`config.mk`:
```
export PLATFORM = sky130hd
export DESIGN_NAME = contador16_ctrl
export DESIGN_NICKNAME = d
export VERILOG_FILES = /design/src/rtl/contador16_ctrl.sv
export SDC_FILE = /design/constraint.sdc
export NUM_CORES = 1
export LEC_CHECK = 0
export BUFFER_PORTS_ARGS = -buffer_cell sky130_fd_sc_hd__clkbuf_2
export CAP_MARGIN = 20
export CELL_PAD_IN_SITES_DETAIL_PLACEMENT = 0
export CELL_PAD_IN_SITES_GLOBAL_PLACEMENT = 1
export CORE_UTILIZATION = 35
export CTS_CLUSTER_SIZE = 40
export DETAILED_ROUTE_END_ITERATION = 16
export GPL_ROUTABILITY_DRIVEN = 0
export PLACE_DENSITY = 0.84
export SKIP_CTS_REPAIR_TIMING = 1
export SYNTH_ARGS = -nofsm -noshare
export SYNTH_HDL_FRONTEND = slang
export SYNTH_SLANG_ARGS = --single-unit
```
`constraint.sdc`:
```
create_clock -name clk -period 4 [get_ports clk]
set_input_delay 0.6 -clock clk [delete_from_list [all_inputs] [get_ports clk]]
set_output_delay 0.6 -clock clk [all_outputs]
set_load 0.02 [all_outputs]
```
`src/rtl/contador16_ctrl.sv`:
```
// contador16_ctrl: command sequencer for the 16-bit cascaded counter.
// Takes one command (mode, preload value, cycle count) over valid/ready, preloads
// the counter, runs it for the requested number of enabled cycles, then reports
// the final Q and how many full-width wraps (RCO[3]) were seen.
// Optional build macro: CONTADOR_CTRL_STOP_RCO_EN -- a full wrap during RUN ends
// the run early, exactly like abort.
module contador16_ctrl #(
  parameter int unsigned WIDTH  = 16,
  parameter int unsigned CYC_W  = 16,
  parameter int unsigned WRAP_W = 8
) (
  input  logic              clk,
  input  logic              reset,
  input  logic              cmd_valid,
  output logic              cmd_ready,
  input  logic [1:0]        cmd_modo,
  input  logic [WIDTH-1:0]  cmd_dato,
  input  logic [CYC_W-1:0]  cmd_ciclos,
  input  logic              abort,
  output logic              enb,
  output logic [1:0]        modo,
  output logic [WIDTH-1:0]  D,
  input  logic [WIDTH-1:0]  Q,
  input  logic [3:0]        RCO,
  output logic              busy,
  output logic              done,
  output logic [WIDTH-1:0]  q_final,
  output logic [WRAP_W-1:0] wrap_cnt
);

  localparam logic [1:0]        MODO_HOLD = 2'b00;
  localparam logic [1:0]        MODO_LOAD = 2'b11;
  localparam logic [WRAP_W-1:0] WRAP_MAX  = {WRAP_W{1'b1}};

  typedef enum logic [1:0] {
    IDLE = 2'd0,
    LOAD = 2'd1,
    RUN  = 2'd2,
    DONE = 2'd3
  } state_t;

  state_t             state;
  state_t             state_nxt;
  logic [1:0]         modo_q;
  logic [CYC_W-1:0]   run_cnt;
  logic               accept_c;
  logic               stop_c;
  logic               wrap_inc_c;
  logic               enb_nxt;
  logic [1:0]         modo_nxt;
  logic               unused_rco_c;

  // Only the top-stage carry matters here; lower stage carries are not used.
  assign unused_rco_c = ^RCO[2:0];

  // Early stop on a full wrap while running (optional build feature).
`ifdef CONTADOR_CTRL_STOP_RCO_EN
  assign stop_c = RCO[3];
`else
  assign stop_c = 1'b0;
`endif

  // Wraps are counted while the counter runs and in the settle cycle, saturating.
  assign wrap_inc_c = ((state == RUN) || (state == DONE)) && RCO[3] && (wrap_cnt != WRAP_MAX);

  // Next-state and next-value decode for the counter control lines.
  always_comb begin
    state_nxt = state;
    accept_c  = 1'b0;
    enb_nxt   = 1'b0;
    modo_nxt  = MODO_HOLD;
    case (state)
      IDLE: begin
        if (cmd_valid) begin
          accept_c  = 1'b1;
          state_nxt = LOAD;
        end
      end
      LOAD: begin
        if ((modo_q == MODO_LOAD) || (run_cnt == '0)) state_nxt = DONE;
        else                                          state_nxt = RUN;
      end
      RUN: begin
        if ((run_cnt == CYC_W'(1)) || abort || stop_c) state_nxt = DONE;
      end
      DONE: state_nxt = IDLE;
      default: state_nxt = IDLE;
    endcase
    case (state_nxt)
      LOAD: begin
        enb_nxt  = 1'b1;
        modo_nxt = MODO_LOAD;
      end
      RUN: begin
        enb_nxt  = 1'b1;
        modo_nxt = modo_q;
      end
      default: begin
        enb_nxt  = 1'b0;
        modo_nxt = MODO_HOLD;
      end
    endcase
  end

  // State register and registered counter-control outputs.
  always_ff @(posedge clk or posedge reset) begin
    if (reset) begin
      state     <= IDLE;
      enb       <= 1'b0;
      modo      <= MODO_HOLD;
      cmd_ready <= 1'b1;
      busy      <= 1'b0;
    end else begin
      state     <= state_nxt;
      enb       <= enb_nxt;
      modo      <= modo_nxt;
      cmd_ready <= (state_nxt == IDLE);
      busy      <= (state_nxt != IDLE);
    end
  end

  // Command latch: D holds the preload value for the whole command; run counter counts down RUN cycles.
  always_ff @(posedge clk or posedge reset) begin
    if (reset) begin
      D       <= '0;
      modo_q  <= MODO_HOLD;
      run_cnt <= '0;
    end else if (accept_c) begin
      D       <= cmd_dato;
      modo_q  <= cmd_modo;
      run_cnt <= cmd_ciclos;
    end else if (state == RUN) begin
      run_cnt <= run_cnt - CYC_W'(1);
    end
  end

  // Result capture on leaving DONE, plus the saturating wrap counter.
  always_ff @(posedge clk or posedge reset) begin
    if (reset) begin
      done     <= 1'b0;
      q_final  <= '0;
      wrap_cnt <= '0;
    end else begin
      done <= (state == DONE);
      if (state == DONE) q_final <= Q;
      if (accept_c)        wrap_cnt <= '0;
      else if (wrap_inc_c) wrap_cnt <= wrap_cnt + WRAP_W'(1);
    end
  end

endmodule
```
## Word-level counts from Yosys, hierarchy flattened

Index checks and enable logic that the tools add are counted.

| word-level totals | value |
|---|---|
| memories | 0 |
| register bits after elaboration | 66 |
| memory bits (writable) | 0 |
| output and inout port bits | 46 |
| ROM bits | 0 |
| bits in latches | 0 |
| logic and storage cells | 45 |

| operators by class | value |
|---|---|
| bitwise operators | 0 |
| $add $sub $neg | 2 |
| order comparisons | 0 |
| muxes and demuxes | 12 |
| multipliers | 0 |
| reduce and logical (&&, ||, !) cells | 12 |
| shifts and indexed selects | 0 |
| div/mod/pow operators | 0 |
| equality and inequality tests | 8 |

Operators by type and width:

| operator | count |
|---|---|
| 16-bit two-way mux | 2 |
| 16-bit by 1-bit == test with 1-bit output, second input constant | 1 |
| 16-bit zero test | 1 |
| 8-bit two-way mux | 2 |
| 16-bit by 1-bit subtractor with 16-bit output, second input constant | 1 |
| 8-bit by 1-bit adder with 8-bit output, second input constant | 1 |
| 2-bit == test, second input constant | 4 |
| 8-bit inequality test, second input constant | 1 |
| 2-bit case mux with 4 select lines | 1 |
| 2-bit nonzero test | 3 |
| 2-bit by 1-bit == test with 1-bit output, second input constant | 2 |
| 2-bit zero test | 2 |
| 1-bit two-way mux | 4 |
| 2-bit two-way mux | 2 |
| 2-bit case mux with 2 select lines | 1 |
| 1-bit logical OR | 3 |
| 1-bit logical AND | 2 |
| 2-bit OR reduction | 1 |

## Longest topological paths before layout

| depth | value |
|---|---|
| word-level depth | 7 |
| depth in mapped cells | 9 |
| depth with buffers taken out | 8 |

## Least setup slack after synthesis

OpenSTA, ideal clock, no wires.

| timing | value |
|---|---|
| path kind | reg2reg |
| from | register run_cnt[7] |
| to | register modo[0] |
| cell stages (with the launch flop) | 7 |
| data required time | 3.882 ns |
| arrival time | 1.834 ns |
| path buffers | 0 |
| setup time | 0.118 ns |
| path slack | 2.048 ns |
| path through | dfrtp_1 or4_4 nor4_4 a41oi_1 ha_1 a21oi_1 nor2_1 |

| between the ends | value |
|---|---|
| word-level cells in the longest chain between the ends | 6 |
| elaborated cells between the ends (all ways) | 10 |
| classes of those cells | eq/ne: 3; mux: 4; reduce/logical: 3 |

RTL lines:

| item | RTL line | source |
|---|---|---|
| start: declaration | 45 | `logic [CYC_W-1:0] run_cnt;` |
| start signal: assignment | 131 | `run_cnt <= cmd_ciclos;` |
| start signal: assignment | 133 | `run_cnt <= run_cnt - CYC_W'(1);` |
| 16-bit by 1-bit == test with 1-bit output or 16-bit zero test (tied branches) | 84, 80 |  |
| 1-bit logical OR (on tied branches) | 84, 80 |  |
| 2-bit two-way mux or 1-bit two-way mux (tied branches) | 84, 80 |  |
| 2-bit case mux with 4 select lines * | 72 | `case (state)` |
| 2-bit == test or 2-bit by 1-bit == test with 1-bit output (tied branches) | 89 | `case (state_nxt)` |
| 2-bit case mux with 2 select lines * | 89 |  |
| named net modo_nxt[0] | 50 | `logic [1:0] modo_nxt;` |
| end signal: assignment | 116 | `modo <= modo_nxt;` |
| end: declaration | 21 | `output logic [1:0] modo,` |

The timed path passes the listed nets; every way through them passes the cells marked *.
A chain may end at the register's enable or synchronous reset.

## Final worst setup path

| timing | value |
|---|---|
| from | register state[0] |
| to | register wrap_cnt[5] |

| between the ends | value |
|---|---|
| word-level cells in the longest chain between the ends | 5 |
| elaborated cells between the ends (all ways) | 9 |
| classes of those cells | eq/ne: 2; mux: 2; reduce/logical: 5 |

RTL lines:

| item | RTL line | source |
|---|---|---|
| start: declaration | 42 | `state_t state;` |
| start signal: assignment | 114 | `state <= state_nxt;` |
| 2-bit == test | 64 | `assign wrap_inc_c = ((state == RUN) \|\| (state == DONE)) && RCO[3] && (wrap_cnt != WRAP_MAX);` |
| 1-bit logical OR | 64 |  |
| 1-bit logical AND (2 in a row) | 64 |  |
| 2-bit nonzero test (no source line) | n/a |  |
| end signal: assignment | 147 | `else if (wrap_inc_c) wrap_cnt <= wrap_cnt + WRAP_W'(1);` |
| end: declaration | 28 | `output logic [WRAP_W-1:0] wrap_cnt` |

Parallel ways exist; a longest one is shown, timed or not.

==> results by group <==
Run status
  • Status: finished, final reports clean

Finish
  • Area Overhead vs Synth: 24.72%
  • N_diodes: 0
  • Nets: 459
  • Fill cells: 850
  • Final non-filler cell area: 0.003794 sq mm
  • Layout cells sized above 1: 36.80%
  • Final core area utilization: 45.71%
  • Non-Filler Instances: 499

Timing
  • Final hold slack: 0.3939 ns
  • Fin. max-slew vios: 0
  • Tightest Pin Transition: 0.9836 ns
  • Hold Violations, Final: 0
  • Final setup margin: ~1.6 ns
  • Period utilization: 60.62%
  • Achievable frequency: 412.4 MHz
  • Setup violators final: 0
  • Slew margin rel.: about a third
  • Setup TNS: 0 ns
  • Final Skew: 0.009615 ns
  • Min cycle time layout: between 2 and 2.5 ns
  • RSZ-0062 raised after global routing: false

Detailed routing
  • Antenna Violating Nets Remaining: 0
  • Detail-routed net length per standard cell: between 10 and 15 microns
  • Drt pass-1 iters: 4
  • Vias per cell: 4.711
  • WL final: 6197 microns
  • DR iter-0 viols: 97
  • DRC: 0
  • Total number of vias: 2351

GRT
  • Antenna violations before repair: 0
  • Total GRT Usage: 14.93%
  • Vias in the first global route: ~2200
  • First-pass GRT wire length: 10250 microns
  • Largest net degree at the start of global routing: 56
  • GRT overflow: 0

Flow run
  • Max-Cap Viols: 0

Power and ir drop
  • Flop pwr share: 39.5%
  • Tot Pwr: 2.981 mW
  • Leakage: 1.891 nW
  • Switch Pwr: 1.241 mW
  • Pwr Density: 785.8 mW/mm^2
  • Switching Fraction: 41.62%
  • Cell-internal power: 1.740 mW
  • Peak supply drop: 0.0002924 V
  • Comb power frac: between 40% and 50%
  • Clock power frac: 16.3%

Logic synthesis
  • Yosys top cell by area: dfrtp_1
  • Synthesized area: 0.003042 sq mm
  • Count of different cell masters after synthesis: 45
  • Most frequent cell after synthesis: nand2_1
  • Area share of the largest cell type after synthesis: 53.48%
  • Asr flop ratio synth: 100.0%
  • Most common library cells after synthesis: nand2_1 (75), dfrtp_1 (65), mux2_2 (16)
  • Synth warn: 0
  • EDFF count, synth: 0
  • Top cells by area, synth: dfrtp_1 (53%), nand2_1 (9.3%), mux2_2 (5.9%)
  • Main flop type after synthesis: dfrtp_1
  • Net Count, Synth: 360
  • Syn_area_per_cell: 10.49 sq um
  • Sequential cell area fraction in the yosys report: roughly 54%
  • Synthesized instance count: 290
  • Post-synthesis register bit count: 66

Critical path
  • FF-to-FF End: wrap_cnt[5]
  • Data required time of the worst path: 4.26 ns
  • FF-to-FF path depth: 5
  • WP data arrival: 2.68 ns
  • Worst Path Class, Setup: reg -> reg
  • Reg2reg setup slack: ~1.6 ns
  • Worst setup EP type: register
  • RR Startpoint: state[0]
  • Critical path peak fanout: 18
  • Critical Path Start Type: register

Place
  • Worst slack, placed: 1.540 ns
  • Dpl cells: 483
  • DP Wirelength: 4511 microns
  • DP Area: roughly 0.0036 sq mm
  • Number of port buffers: 100

CTS
  • Htree depth: 3
  • Reg clk slew, reported paths: roughly 0.08 ns
  • Clk sinks: between 60 and 70
  • Clk_lat worst skew: 0.34 ns
  • CTS Buf Count: 9
  • Clk root buf: clkbuf_8
  • TritonCTS clock tree: done
  • Clock buffer depth: 2

Floorplanning
  • Chip width: 95.22 microns
  • Die Ht: between 90 and 100 microns
  • CORE AREA: 0.008299 sq mm
  • Initial core utilization: 36.65%
  • FP Rows: 33
  • Num ports: about 100
  • Die area: ~0.0091 sq mm

Hold path
  • Hold Crit Class: in -> async
power by group through the flow:
stage          Sequential [mW]  Combinational [mW]  Clock [mW]
2_1_floorplan             1.40               0.735           0
3_3_place_gp              1.18                1.30           0
3_5_place_dp              1.19                1.34           0
4_1_cts                   1.18                1.34       0.508
5_1_grt                   1.21                1.48       0.542
6_report                  1.18                1.32       0.487
worst max-delay path, cell delays in order, from the launching register on:
cell	delay (ns)
dfrtp_1	0.39
ha_1	0.65
o21ai_0	0.33
a21o_1	0.33
or4_1	0.51
a21oi_1	0.15
state kept, by name (all words and copies together), names as in the netlist:
register,count
modo_q,2
enb,1
state,2
done,1
run_cnt,16
busy,1
cmd_ready,1
q_final,16
D,16
wrap_cnt,8
modo,2
placed cells by master, fill, tap and decap left out, types with 3 or more instances in the layout:
cell type / instances
or4_1: 3
nor3_1: 5
and3_1: 3
o21ai_1: 5
ha_1: 12
mux2_2: 16
nand2_1: 75
clkbuf_2: 100
nand3b_1: 4
nor2_1: 12
clkbuf_8: 10
o21ai_0: 11
nand3_1: 3
dfrtp_1: 65
clkinv_2: 3
xnor2_1: 12
a21oi_1: 8
inv_1: 9
kinds of logic (layout without fill, tap and decap cells):
kind of cell             Yosys count  after routing  synth area share, %
AO/OA/AOI/OAI                     39             39                7.980
multiplexers                      17             17                6.252
flip-flops                        66             66                54.34
buffers and inverters             23            127                3.208
AND/OR/NAND/NOR                  119            119                19.25
adder cells (fa/ha/maj)           12             12                4.936
XOR/XNOR                          14             14                4.031
per-layer routing:
layer / GRT usage (%) / wire length (microns)
met5: 0 / 0
met4: 6.818 / 106
met3: 3.589 / 306
met2: 24.46 / 2983
met1: 18.55 / 2800
worst max path at each step:
| stage | start | to | slack, ns | cells past startpoint |
|---|---|---|---|---|
| after floorplan | reset | D[0] | 1.75 | 1 |
| after global placement | state[0] | wrap_cnt[5] | 1.57 | 5 |
| after detailed placement | state[0] | wrap_cnt[5] | 1.54 | 5 |
| after CTS | state[0] | wrap_cnt[5] | 1.54 | 5 |
| after global routing | state[0] | wrap_cnt[5] | 1.39 | 5 |
| final | state[0] | wrap_cnt[5] | 1.58 | 5 |
layout make-up:
type	count	area, sq um	area share (%)
flip-flops and latches	66	1653	43.57
well taps	105	131.4	3.463
repair buffers	101	508.0	13.39
inverters	10	37.54	0.9894
multi-input cells	201	1292	34.07
clock buffers	11	141.4	3.727
clock inverters	5	30.03	0.7916
(Power assumes the default switching activity.)
